$ cat src/rtl/juggle_pkg.sv
// Shared types and constants for the juggling throw scheduler.
package juggle_pkg;

    localparam int MAX_PATTERN_LEN = 7;
    localparam int MAX_HEIGHT      = 7;
    localparam int BALL_ID_W       = 3;
    localparam int HEIGHT_W        = $clog2(MAX_HEIGHT + 1);

    typedef struct packed {
        logic                 valid;
        logic [BALL_ID_W-1:0] id;
    } slot_t;

    typedef enum logic [1:0] {
        IDLE  = 2'd0,
        RUN   = 2'd1,
        ERROR = 2'd2
    } sched_state_t;

endpackage

$ cat src/rtl/landing_table.sv
// Landing table: one slot per future beat, holding the ball due to land then.
// Combinational read at the beat pointer; a write to a slot wins over a clear of it.
module landing_table
    import juggle_pkg::*;
#(
    parameter int TABLE_DEPTH = 8,
    localparam int ADDR_W = $clog2(TABLE_DEPTH)
) (
    input  logic                 clk_in,
    input  logic                 rst_in,
    input  logic                 clear_all,
    input  logic [ADDR_W-1:0]    rd_addr,
    output slot_t                rd_slot,
    input  logic                 clr_en,
    input  logic [ADDR_W-1:0]    clr_addr,
    input  logic                 wr_en,
    input  logic [ADDR_W-1:0]    wr_addr,
    input  logic [BALL_ID_W-1:0] wr_id,
    output logic                 wr_occupied
);

    slot_t [TABLE_DEPTH-1:0] slot_view;

    generate
        for (genvar gi = 0; gi < TABLE_DEPTH; gi++) begin : g_slot
            slot_t slot_reg;

            always_ff @(posedge clk_in) begin
                if (rst_in || clear_all) begin
                    slot_reg <= '0;
                end else if (wr_en && (wr_addr == ADDR_W'(gi))) begin
                    slot_reg.valid <= 1'b1;
                    slot_reg.id    <= wr_id;
                end else if (clr_en && (clr_addr == ADDR_W'(gi))) begin
                    slot_reg.valid <= 1'b0;
                end
            end

            assign slot_view[gi] = slot_reg;
        end
    endgenerate

    assign rd_slot     = slot_view[rd_addr];
    assign wr_occupied = slot_view[wr_addr].valid;

endmodule

$ cat src/rtl/juggle_scheduler.sv
// Beat-driven siteswap throw scheduler with one registered throw event per beat.
// Optional macro JUGGLE_COLLISION_CHECK_EN: a throw onto an occupied slot raises ERROR.
module juggle_scheduler
    import juggle_pkg::*;
#(
    parameter int MAX_BALLS   = 7,
    parameter int TABLE_DEPTH = 8
) (
    input  logic                                    clk_in,
    input  logic                                    rst_in,
    input  logic                                    new_beat,
    input  logic                                    enable_in,
    input  logic [MAX_PATTERN_LEN-1:0][HEIGHT_W-1:0] pattern_in,
    input  logic [2:0]                              pattern_length,
    input  logic                                    pattern_valid_in,
    output logic                                    throw_valid_out,
    output logic [BALL_ID_W-1:0]                    throw_ball_out,
    output logic [HEIGHT_W-1:0]                     throw_height_out,
    output logic                                    throw_hand_out,
    output logic [2:0]                              balls_in_play_out,
    output logic [2:0]                              beat_index_out,
    output logic                                    running_out,
    output logic                                    error_out
);

    localparam int PTR_W = $clog2(TABLE_DEPTH);
    localparam logic [BALL_ID_W-1:0] MAX_ID = BALL_ID_W'(MAX_BALLS);

    sched_state_t state_reg, state_next;

    logic [MAX_PATTERN_LEN-1:0][HEIGHT_W-1:0] shadow_reg;
    logic [2:0]           shadow_len_reg;
    logic [PTR_W-1:0]     ptr_reg;
    logic [2:0]           idx_reg;
    logic [BALL_ID_W-1:0] next_id_reg;
    logic                 hand_reg;

    logic                 throw_valid_reg;
    logic [BALL_ID_W-1:0] throw_ball_reg;
    logic [HEIGHT_W-1:0]  throw_height_reg;
    logic                 throw_hand_reg;
    logic [2:0]           beat_index_reg;

    logic [HEIGHT_W-1:0]  cur_height;
    slot_t                cur_slot;
    logic [PTR_W:0]       dest_sum;
    logic [PTR_W-1:0]     dest_addr;
    logic                 dest_occupied;

    logic                 load_pattern;
    logic                 go_idle;
    logic                 advance;
    logic                 do_throw;
    logic                 new_ball;
    logic                 clr_en;
    logic [BALL_ID_W-1:0] throw_id;

    assign cur_height = shadow_reg[idx_reg];
    // ptr + h is formed one bit wider and wrapped to the table size
    assign dest_sum   = (PTR_W + 1)'(ptr_reg) + (PTR_W + 1)'(cur_height);
    assign dest_addr  = dest_sum[PTR_W-1:0];

    landing_table #(
        .TABLE_DEPTH (TABLE_DEPTH)
    ) u_table (
        .clk_in      (clk_in),
        .rst_in      (rst_in),
        .clear_all   (go_idle),
        .rd_addr     (ptr_reg),
        .rd_slot     (cur_slot),
        .clr_en      (clr_en),
        .clr_addr    (ptr_reg),
        .wr_en       (do_throw),
        .wr_addr     (dest_addr),
        .wr_id       (throw_id),
        .wr_occupied (dest_occupied)
    );

    always_comb begin
        state_next   = state_reg;
        load_pattern = 1'b0;
        go_idle      = 1'b0;
        advance      = 1'b0;
        do_throw     = 1'b0;
        new_ball     = 1'b0;
        clr_en       = 1'b0;
        throw_id     = '0;

        if ((state_reg != IDLE) && !enable_in) begin
            go_idle    = 1'b1;
            state_next = IDLE;
        end else begin
            case (state_reg)
                IDLE: begin
                    if (enable_in && pattern_valid_in && (pattern_length != 3'd0)) begin
                        load_pattern = 1'b1;
                        state_next   = RUN;
                    end
                end
                RUN: begin
                    if (new_beat) begin
                        if (cur_height != '0) begin
                            if (cur_slot.valid) begin
                                throw_id = cur_slot.id;
                                do_throw = 1'b1;
                                clr_en   = 1'b1;
                            end else if (next_id_reg == MAX_ID) begin
                                state_next = ERROR;
                            end else begin
                                throw_id = next_id_reg;
                                do_throw = 1'b1;
                                new_ball = 1'b1;
                            end
                        end else if (cur_slot.valid) begin
                            state_next = ERROR;
                        end
`ifdef JUGGLE_COLLISION_CHECK_EN
                        if (do_throw && dest_occupied && (dest_addr != ptr_reg)) begin
                            do_throw   = 1'b0;
                            new_ball   = 1'b0;
                            clr_en     = 1'b0;
                            state_next = ERROR;
                        end
`endif
                        advance = (state_next == RUN);
                    end
                end
                ERROR:   state_next = ERROR;
                default: state_next = IDLE;
            endcase
        end
    end

    always_ff @(posedge clk_in) begin
        if (rst_in) begin
            state_reg        <= IDLE;
            shadow_reg       <= '0;
            shadow_len_reg   <= '0;
            ptr_reg          <= '0;
            idx_reg          <= '0;
            next_id_reg      <= '0;
            hand_reg         <= 1'b0;
            throw_valid_reg  <= 1'b0;
            throw_ball_reg   <= '0;
            throw_height_reg <= '0;
            throw_hand_reg   <= 1'b0;
            beat_index_reg   <= '0;
        end else begin
            state_reg       <= state_next;
            throw_valid_reg <= do_throw;

            if (go_idle) begin
                ptr_reg          <= '0;
                idx_reg          <= '0;
                next_id_reg      <= '0;
                hand_reg         <= 1'b0;
                throw_ball_reg   <= '0;
                throw_height_reg <= '0;
                throw_hand_reg   <= 1'b0;
                beat_index_reg   <= '0;
            end

            if (load_pattern) begin
                shadow_reg     <= pattern_in;
                shadow_len_reg <= pattern_length;
            end

            if (new_ball) begin
                next_id_reg <= next_id_reg + 1'b1;
            end

            if (advance) begin
                throw_ball_reg   <= throw_id;
                throw_height_reg <= cur_height;
                throw_hand_reg   <= hand_reg;
                beat_index_reg   <= idx_reg;
                ptr_reg          <= ptr_reg + 1'b1;
                idx_reg          <= (idx_reg + 3'd1 == shadow_len_reg) ? 3'd0 : idx_reg + 3'd1;
                hand_reg         <= ~hand_reg;
            end
        end
    end

    assign throw_valid_out   = throw_valid_reg;
    assign throw_ball_out    = throw_ball_reg;
    assign throw_height_out  = throw_height_reg;
    assign throw_hand_out    = throw_hand_reg;
    assign beat_index_out    = beat_index_reg;
    assign balls_in_play_out = next_id_reg;
    assign running_out       = (state_reg == RUN);
    assign error_out         = (state_reg == ERROR);

endmodule

$ cat config.mk
export PLATFORM = sky130hd
export DESIGN_NAME = juggle_scheduler
export DESIGN_NICKNAME = d
export VERILOG_FILES = /design/src/rtl/juggle_pkg.sv /design/src/rtl/landing_table.sv /design/src/rtl/juggle_scheduler.sv
export SDC_FILE = /design/constraint.sdc
export NUM_CORES = 1
export LEC_CHECK = 0
export ABC_AREA = 1
export BUFFER_PORTS_ARGS = -buffer_cell sky130_fd_sc_hd__buf_4
export CAP_MARGIN = 25
export CELL_PAD_IN_SITES_DETAIL_PLACEMENT = 0
export CELL_PAD_IN_SITES_GLOBAL_PLACEMENT = 1
export CORE_UTILIZATION = 42
export DETAILED_ROUTE_END_ITERATION = 7
export MAX_ROUTING_LAYER = met4
export PLACE_DENSITY = 0.77
export RECOVER_POWER = 50
export SETUP_SLACK_MARGIN = 0.5
export SLEW_MARGIN = 20
export SYNTH_ARGS = -nofsm -noshare
export SYNTH_HDL_FRONTEND = slang
export SYNTH_SLANG_ARGS = --single-unit
$ cat constraint.sdc
create_clock -name clk_in -period 3.1 [get_ports clk_in]
set_clock_uncertainty 0.1 [all_clocks]
set_input_delay 0.155 -clock clk_in [delete_from_list [all_inputs] [get_ports clk_in]]
set_output_delay 0.155 -clock clk_in [all_outputs]
set_load 0.05 [all_outputs]
### After elaboration in Yosys (flattened, before gate mapping)

Cells that the tools add are included.

| word-level totals | value |
|---|---|
| input bits | 29 |
| output and inout port bits | 16 |
| register bits | 79 |

| cells by class | value |
|---|---|
| $lt $le $gt $ge | 2 |
| eq/ne operators | 21 |
| reductions and logical operators | 39 |
| multiplexer cells | 70 |
| bitwise gates (word level) | 1 |
| add/sub/neg operators | 4 |

Operators with widths:

| operator | number |
|---|---|
| 3-bit 2-to-1 mux | 15 |
| 1-bit 2-to-1 mux | 42 |
| 3-bit == test (second input constant) | 9 |
| 2-bit nonzero test | 11 |
| 1-bit logical AND | 19 |
| 2-bit 2-to-1 mux | 9 |
| 4-bit binary-select mux with 3-bit select | 1 |
| 3-bit by 2-bit == test with 1-bit output (second input constant) | 4 |
| 3-bit by 1-bit adder with 3-bit output (second input constant) | 3 |
| 3-bit binary-select mux with 3-bit select | 1 |
| 3-bit by 4-bit < comparator with 1-bit output (second input constant) | 2 |
| 3-bit by 1-bit == test with 1-bit output (second input constant) | 2 |
| 3-bit zero test | 2 |
| 2-bit one-hot mux with 3 select lines | 1 |
| 3-bit nonzero test | 2 |
| 2-bit by 1-bit == test with 1-bit output (second input constant) | 2 |
| 4-bit 2-to-1 mux | 1 |
| 2-bit != test (second input constant) | 2 |
| 3-bit adder | 1 |
| 3-bit == test | 1 |
| 2-bit == test (second input constant) | 1 |
| 2-bit zero test | 1 |
| 2-bit AND reduction | 1 |
| 2-bit OR reduction | 1 |
| 3 further kinds | 3 |

### Logic depth before layout (Yosys ltp)

Gate-level depths: netlist of the first run.

| logic depth | value |
|---|---|
| word-level depth | 12 |
| depth in mapped cells | 19 |
| gate-level depth less buffers | 18 |

### Hierarchy

A second synthesis of the first run with hierarchy kept.

| second synthesis, totals | value |
|---|---|
| cell total of the unflattened synthesis | 608 |
| area, all modules | 4,202.8 um^2 |

Modules (own cells, without submodules):

| module | seq. area each (um^2) | cells each | area an instance (um^2) | instances |
|---|---|---|---|---|
| juggle_scheduler | 940.9 | 310 | 2,466.1 | 1 |
| landing_table | 640.6 | 298 | 1,736.7 | 1 |

### Worst setup path after synthesis of the first run

Ideal clock, no wire load.

| path | value |
|---|---|
| kind | flip-flop to flip-flop |
| start | reg idx_reg[0] |
| end | reg u_table.g_slot[0].slot_reg[2] (netlist bit) |
| library setup time | 116 ps |
| cell stages (with the launch flop) | 19 |
| arrival | 2,425 ps |
| required time | 2,884 ps |
| buffers on the path | 1 |
| setup slack | 459 ps |
| cell sequence | dfxtp_1 inv_2 buf_6 nand2_1 nand3_1 nand3_1 nand2_1 inv_1 ha_1 inv_1 fa_1 xnor2_1 nand3_1 nand2_1 nand3_1 nor2_1 inv_1 nor2_1 nor2_1 |

| between the ends | value |
|---|---|
| cells in the longest elaborated chain, start to end | 8 |

RTL lines:

| item | line | source |
|---|---|---|
| start: declaration | juggle_scheduler.sv:34 | `logic [2:0] idx_reg;` |
| start signal: assignment | juggle_scheduler.sv:178 | `idx_reg <= (idx_reg + 3'd1 == shadow_len_reg) ? 3'd0 : idx_reg + 3'd1;` |
| 3-bit binary-select mux with 3-bit select * | juggle_scheduler.sv:58 | `assign cur_height = shadow_reg[idx_reg];` |
| 3-bit 2-to-1 mux (not written as such) * | juggle_scheduler.sv:58 |  |
| 3-bit nonzero test | juggle_scheduler.sv:102 | `if (cur_height != '0) begin` |
| 1-bit 2-to-1 mux | juggle_scheduler.sv:102 |  |
| 1-bit 2-to-1 mux | juggle_scheduler.sv:101 | `if (new_beat) begin` |
| 1-bit 2-to-1 mux | juggle_scheduler.sv:93 | `case (state_reg)` |
| 1-bit 2-to-1 mux | juggle_scheduler.sv:89 | `if ((state_reg != IDLE) && !enable_in) begin` |
| 1-bit logical AND | landing_table.sv:31 | `end else if (wr_en && (wr_addr == ADDR_W'(gi))) begin` |
| end: declaration | landing_table.sv:26 | `slot_t slot_reg;` |

Every way passes the cells marked *; elsewhere a longest branch is shown, timed or not. The select of a mux whose other input is x is not followed.
A chain may end at the register's enable or synchronous reset.

### Final worst setup path of the first run

| path | value |
|---|---|
| start | reg ptr_reg[0] |
| end | reg u_table.g_slot[1].slot_reg[0] (netlist bit) |

| between the ends | value |
|---|---|
| cells in the longest elaborated chain, start to end | 8 |

RTL lines:

| item | line | source |
|---|---|---|
| start: declaration | juggle_scheduler.sv:33 | `logic [PTR_W-1:0] ptr_reg;` |
| start signal: assignment | juggle_scheduler.sv:177 | `ptr_reg <= ptr_reg + 1'b1;` |
| 4-bit binary-select mux with 3-bit select | landing_table.sv:43 | `assign rd_slot = slot_view[rd_addr];` |
| 4-bit 2-to-1 mux (not written as such) | landing_table.sv:43 |  |
| 1-bit 2-to-1 mux | juggle_scheduler.sv:103 | `if (cur_slot.valid) begin` |
| 1-bit 2-to-1 mux | juggle_scheduler.sv:102 |  |
| 1-bit 2-to-1 mux | juggle_scheduler.sv:101 |  |
| 1-bit 2-to-1 mux | juggle_scheduler.sv:93 |  |
| 1-bit 2-to-1 mux | juggle_scheduler.sv:89 |  |
| 1-bit logical AND | landing_table.sv:31 |  |
| end: declaration | landing_table.sv:26 |  |

Several ways; a longest one is shown, not always the timed one. The select of a mux whose other input is x is not followed.

==> results.toml, run 1 <==
[status]
outcome = "completed"

[timing]
max_slew_margin_pct = 38.7
period_share_pct = 86.7
setup_tns_ns = 0
min_period_ns = 2.69
fin_ws_ns = 0.414
rsz0062_at_grt = "true"
slew_violations = 0
tightest_slew_ns = 0.912
hold_violations = 0
fmax_mhz = 372
finalSetupViolations = 0

[setup_path]
crit_required_ns = 3.27
path_common_cell = "nand2_1"
path_class = "reg2reg"
start_kind = "register"
crit_family = "simple AND/OR/NAND/NOR gates"
critPathMaxStageDelay_ns = 0.49
worst-path-max-fanout = 15
critPathArrivalTime_ns = 2.85
end_kind = "register"
crit_slowest_cell = "dfxtp_1"
path_buf_inv = 2
path_cells = "clkbuf_1, nand2_1, nand3_1, nand3_1, o21ai_4, nand2_2, nand3_2, inv_1, nand3_2, nand2_1, nand2_1, nor2_1"

[die]
design.die.area_um2 = 9880
num_rows = 35
die_y_um = 99.4
io_pins = 45
start_util_pct = 43.3
die_w_um = 99.4
design.core.area_um2 = 9200

[logic_synthesis]
synth.avg_cell_area_um2 = 7.15
yosys_warnings = 0
yosysSeqAreaShare_pct = 39.7
ys_ff_latch = 79
ys_types = 33
synth_area_um2 = 3990
synth_cells = 557
syn-num-nets = 598

[grt]
antenna_found_initial = 0
grt_overflow = 0
grt_pass1_wl_um = 18100
grt_pass1_vias = 3676
grt_start_max_net_pins = 44
grt_usage_pct = 24.0

[cells_and_area]
final_util_pct = 54.1
final_common_cell = "nand2_1"
largest_reg_flops = 32
layout.nets = 662
final_cell_mix = "100 x nand2_1, 76 x dfxtp_1, 61 x nand3_1"
n_fill_cell = 957
post-route-cell-area_um2 = 4980
drive_gt1_share_pct = 19.6
antenna_cells = 0
area_growth_syn_to_layout_pct = 24.9

[place]
dp_hpwl_um = 7440
place_ws_ns = 0.158
finalWeightedCongestion = 0.838
place_area_um2 = 4380
io_buffers = 44

[clock_tree]
htreeDepth = 3
cts.sinks = 79
clock_path_buffers = 2
clk_transition_reported_paths_ns = 0.09
numCtsBuffers = 9
root_buffer = "clkbuf_8"
tritoncts = "yes"
clkLatencyLatePin_ns = 0.37

[route]
num_vias = 3888
avgRoutedWirePerCell_um = 15.2
vias_per_cell = 5.28
antenna_left = 0
drt_first_pass_iters = 5
wirelength_um = 11200
drc_errors = 0
drt-initial-drc-count = 231

[worst_hold_path]
worstHoldPathType = "in2reg"

[power_and_ir_drop]
peakVddDrop_mv = 0.210
total_power_mw = 2.25
p_leak_nw = 2.02
power_density_nw_per_um2 = 452

[job]
maxCapViolCount = 0
-- report_power, final --
part	switching (mW)	internal, mW	total, mW
registers	0.0197	1.05	1.07
logic	0.326	0.165	0.491
clock network	0.400	0.292	0.691
-- metal layers --
layer | global-route usage [%] | vias up | routed length (µm)
met5 | - | - | 0
met4 | 8.60 | 0 | 141
met3 | 3.30 | 12 | 631
met2 | 36.1 | 104 | 5140
met1 | 32.8 | 1798 | 5310
li1 | - | 1974 | -
-- worst min-delay path: stages --
cell	delay (ns)
buf_4	0.08
inv_1	0.03
nand2_1	0.07
a31oi_1	0.08
-- Yosys cell counts --
cell type | instances | area (µm²)
nor2_4 | 1 | 11.3
nand2_1 | 111 | 417
ha_1 | 11 | 138
xor2_1 | 1 | 8.76
o21ai_0 | 15 | 75.1
xnor2_1 | 4 | 35.0
buf_1 | 2 | 7.51
nor3_1 | 2 | 10.0
nand3_1 | 73 | 365
buf_4 | 6 | 45.0
inv_1 | 56 | 210
dfxtp_1 | 79 | 1580
o21bai_1 | 9 | 67.6
or2_2 | 1 | 6.26
a31oi_1 | 2 | 12.5
nor2_2 | 5 | 31.3
clkinv_1 | 1 | 3.75
nand2_2 | 4 | 25.0
a211oi_1 | 18 | 135
buf_6 | 2 | 22.5
a21oi_1 | 58 | 290
buf_2 | 4 | 20.0
nand4_1 | 14 | 87.6
inv_2 | 4 | 15.0
nand2_4 | 2 | 22.5
o311ai_1 | 1 | 8.76
nand3_4 | 2 | 35.0
o21ai_4 | 1 | 16.3
fa_1 | 1 | 20.0
nand3_2 | 1 | 10.0
clkbuf_1 | 16 | 60.1
nor2_1 | 49 | 184
nand3b_1 | 1 | 7.51
-- cell type report --
| class | instances | area, µm² | share of cell area, % |
|---|---|---|---|
| clock buffer | 11 | 131 | 2.64 |
| clock inverter | 5 | 35.0 | 0.704 |
| tap | 111 | 139 | 2.79 |
| inverter | 61 | 241 | 4.85 |
| timing repair buffer | 83 | 626 | 12.6 |
| sequential | 79 | 1590 | 32.0 |
| multi-input combinational | 387 | 2210 | 44.5 |
-- stage by stage --
stage | hold WS, ns | std cells
detailed placement | 0.334 | 691
finish | 0.00794 | 737
global placement | 0.330 | 691
CTS | 0.000701 | 730
global route | 0.0224 | 737
floorplan | 0.204 | 557
-- cell families (layout without fill, tap and decap cells) --
group,count (synthesis),in the layout,share of synthesized area [%]
DFF,79,79,39.7
adders and majority gates,12,12,3.96
AOI/OAI and AO/OA,104,104,15.2
and+or+nand+nor,266,266,30.4
buffers and inverters,91,160,9.64
xor gates and xnor gates,5,5,1.10
-- timing repair --
action	CTS	global route
hold buffers	22	0
resized for setup	18	50
hold endpoints to repair	22	0
setup endpoints to repair	32	33
buffers inserted	1	7
pin swaps	5	20
-- path summary, 6_finish.rpt --
path         depth (start not counted)                          start  slack (ns)                            end
max                                 12                     ptr_reg[0]        0.41  u_table.g_slot[1].slot_reg[0]
min                                  4                       new_beat       0.008                   state_reg[0]
max reg2reg                         12                     ptr_reg[0]        0.41  u_table.g_slot[1].slot_reg[0]
min reg2reg                          2  u_table.g_slot[6].slot_reg[2]        0.37  u_table.g_slot[6].slot_reg[2]
No activity file was read; power rests on OpenSTA's default activity.
==> inputs of run 2 (changes only) <==
--- a/config.mk
+++ b/config.mk
@@ -15,6 +15,7 @@
 export MAX_ROUTING_LAYER = met4
 export PLACE_DENSITY = 0.77
 export RECOVER_POWER = 50
+export REMOVE_ABC_BUFFERS = 1
 export SETUP_SLACK_MARGIN = 0.5
 export SLEW_MARGIN = 20
 export SYNTH_ARGS = -nofsm -noshare
==> run 2 against run 1 <==
Compared with the run above: sequential cell count unchanged; wire length fell by 3.5%; global-route usage shrank 0.38 points; sequential power hardly changed; power decreased by 1.2%; die area did not move; sequential share of layout area increased by 0.19 points.
==> results.toml, run 2 (synthesis gave the netlist of run 1 again) <==
[worst_hold_path]
worstHoldStart = "new_beat"
hold_end = "state_reg[0]"
worstHoldPathType = "in2reg"
holdPathStages = 4

[grt]
grt_pass1_vias = 3690
grt_start_max_net_pins = 44
grt_overflow = 0
grt_usage_pct = 23.6
antenna_found_initial = 0
grt_pass1_wl_um = 17900

[timing]
setup_tns_ns = 0
finalSetupViolations = 0
fmax_mhz = 376
max_slew_margin_pct = 18.4
tightest_slew_ns = 1.22
hold_violations = 0
rsz0062_at_grt = "true"
slew_violations = 0
whs_ns = 0.0127
period_share_pct = 85.8
min_period_ns = 2.66

[cells_and_area]
final_common_cell = "nand2_1"
final_util_pct = 53.7
layout.nets = 665
post-route-cell-area_um2 = 4940
largest_reg_flops = 32
drive_gt1_share_pct = 17.6
area_growth_syn_to_layout_pct = 24.0
final_cell_mix = "104 x nand2_1, 77 x dfxtp_1, 64 x nand3_1"
antenna_cells = 0

[power_and_ir_drop]
peakVddDrop_mv = 0.214
p_leak_nw = 2.01
power.switching_mw = 0.698
p_clk_share_pct = 31.4
total_power_mw = 2.22
sw_frac_of_total_pct = 31.4
power_density_nw_per_um2 = 450
p_comb_share_pct = 20.6
intPower_mw = 1.52
pwr-share-seq_pct = 48.0

[setup_path]
end_kind = "register"
critPathMaxStageDelay_ns = 0.78
path_buf_inv = 3
crit_slowest_cell = "inv_1"
crit_required_ns = 3.18
crit_family = "buffers and inverters"
worst-path-max-fanout = 43
critPathArrivalTime_ns = 2.74
start_kind = "primary input"
path_class = "in2reg"
r2r_start = "ptr_reg[0]"
r2r_cells = 11
reg2reg_to = "idx_reg[0]"
reg2reg_setup_slack_ns = 0.50
path_cells = "dlygate4sd3_1, buf_4, o311ai_1, nor3_1, inv_1, nor2_1, a211oi_1"

[die]
start_util_pct = 43.3
num_rows = 35
design.die.area_um2 = 9880
die_w_um = 99.4
io_pins = 45
design.core.area_um2 = 9200
die_y_um = 99.4

[place]
io_buffers = 44
finalWeightedCongestion = 0.848
place_area_um2 = 4390
dp_hpwl_um = 7300

[status]
outcome = "completed"

[route]
drt_first_pass_iters = 4
avgRoutedWirePerCell_um = 14.6
vias_per_cell = 5.20
drt-initial-drc-count = 162
drc_errors = 0
wirelength_um = 10800
num_vias = 3848
antenna_left = 0

[clock_tree]
tritoncts = "yes"
cts.sinks = 79
root_buffer = "clkbuf_8"
clock_path_buffers = 2
clk_transition_reported_paths_ns = 0.08
numCtsBuffers = 9
htreeDepth = 3
clkLatencyLatePin_ns = 0.35

[job]
maxCapViolCount = 0
-- run 2: cell count changes in the layout (fill, tap and decap cells not counted), sizes merged --
cell         change
clkbuf           -1
buf              +6
dlygate4sd3      -1
clkinv           -3
clkinvlp         +2
-- run 2: routing by layer --
layer / vias to the layer above / routed length, µm / track usage, %
met2: 77 / 4780 / 35.3
met5: - / 0 / -
met1: 1772 / 5400 / 32.6
li1: 1982 / - / -
met3: 17 / 451 / 2.53
met4: 0 / 199 / 9.39
-- run 2: metrics by stage --
step	instances	setup slack (ns)
floorplan	527	0.297
global placement	694	0.338
detailed placement	694	0.242
CTS	731	0.501
global route	740	0.205
finish	740	0.442
-- run 2: layout make-up --
type / count / area [µm²]
clock buffer: 12 / 145
clock inverter: 4 / 31.3
fill: 916 / 4250
inverter: 61 / 236
multi-input combinational: 387 / 2140
sequential: 79 / 1590
tap: 111 / 139
timing repair buffer: 86 / 657
-- run 2: tightest hold or removal path: cells and delay by family --
kind | cells | cell delay, ns
AND/OR/NAND/NOR | 1 | 0.07
AO/OA/AOI/OAI | 1 | 0.08
buffers and inverters | 2 | 0.11
-- run 2: power groups by stage --
stage	sequential [mW]	clock, mW	combinational [mW]
6_report	1.07	0.697	0.459
2_1_floorplan	1.10	0	0.254
4_1_cts	1.07	0.721	0.433
3_3_place_gp	1.09	0	0.399
5_1_grt	1.07	0.757	0.504
3_5_place_dp	1.09	0	0.401
-- run 2: repair_timing --
item	4_1_cts	5_1_grt
hold endpoints to repair	21	0
setup endpoints to repair	32	32
gates resized for setup	20	28
hold buffers	21	0
setup buffers	0	9
pin swaps	4	14
-- run 2: worst max-delay path by stage --
stage                           start                       endpoint  slack, ns  depth (start not counted)
floorplan                  idx_reg[0]  u_table.g_slot[0].slot_reg[2]       0.30                         17
global placement           idx_reg[1]  u_table.g_slot[2].slot_reg[1]       0.34                         16
detailed placement         idx_reg[0]  u_table.g_slot[6].slot_reg[2]       0.24                         18
CTS                        idx_reg[0]  u_table.g_slot[0].slot_reg[0]       0.50                         17
global route        pattern_length[0]                 shadow_reg[12]       0.21                          7
finish              pattern_length[0]                 shadow_reg[12]       0.44                          7
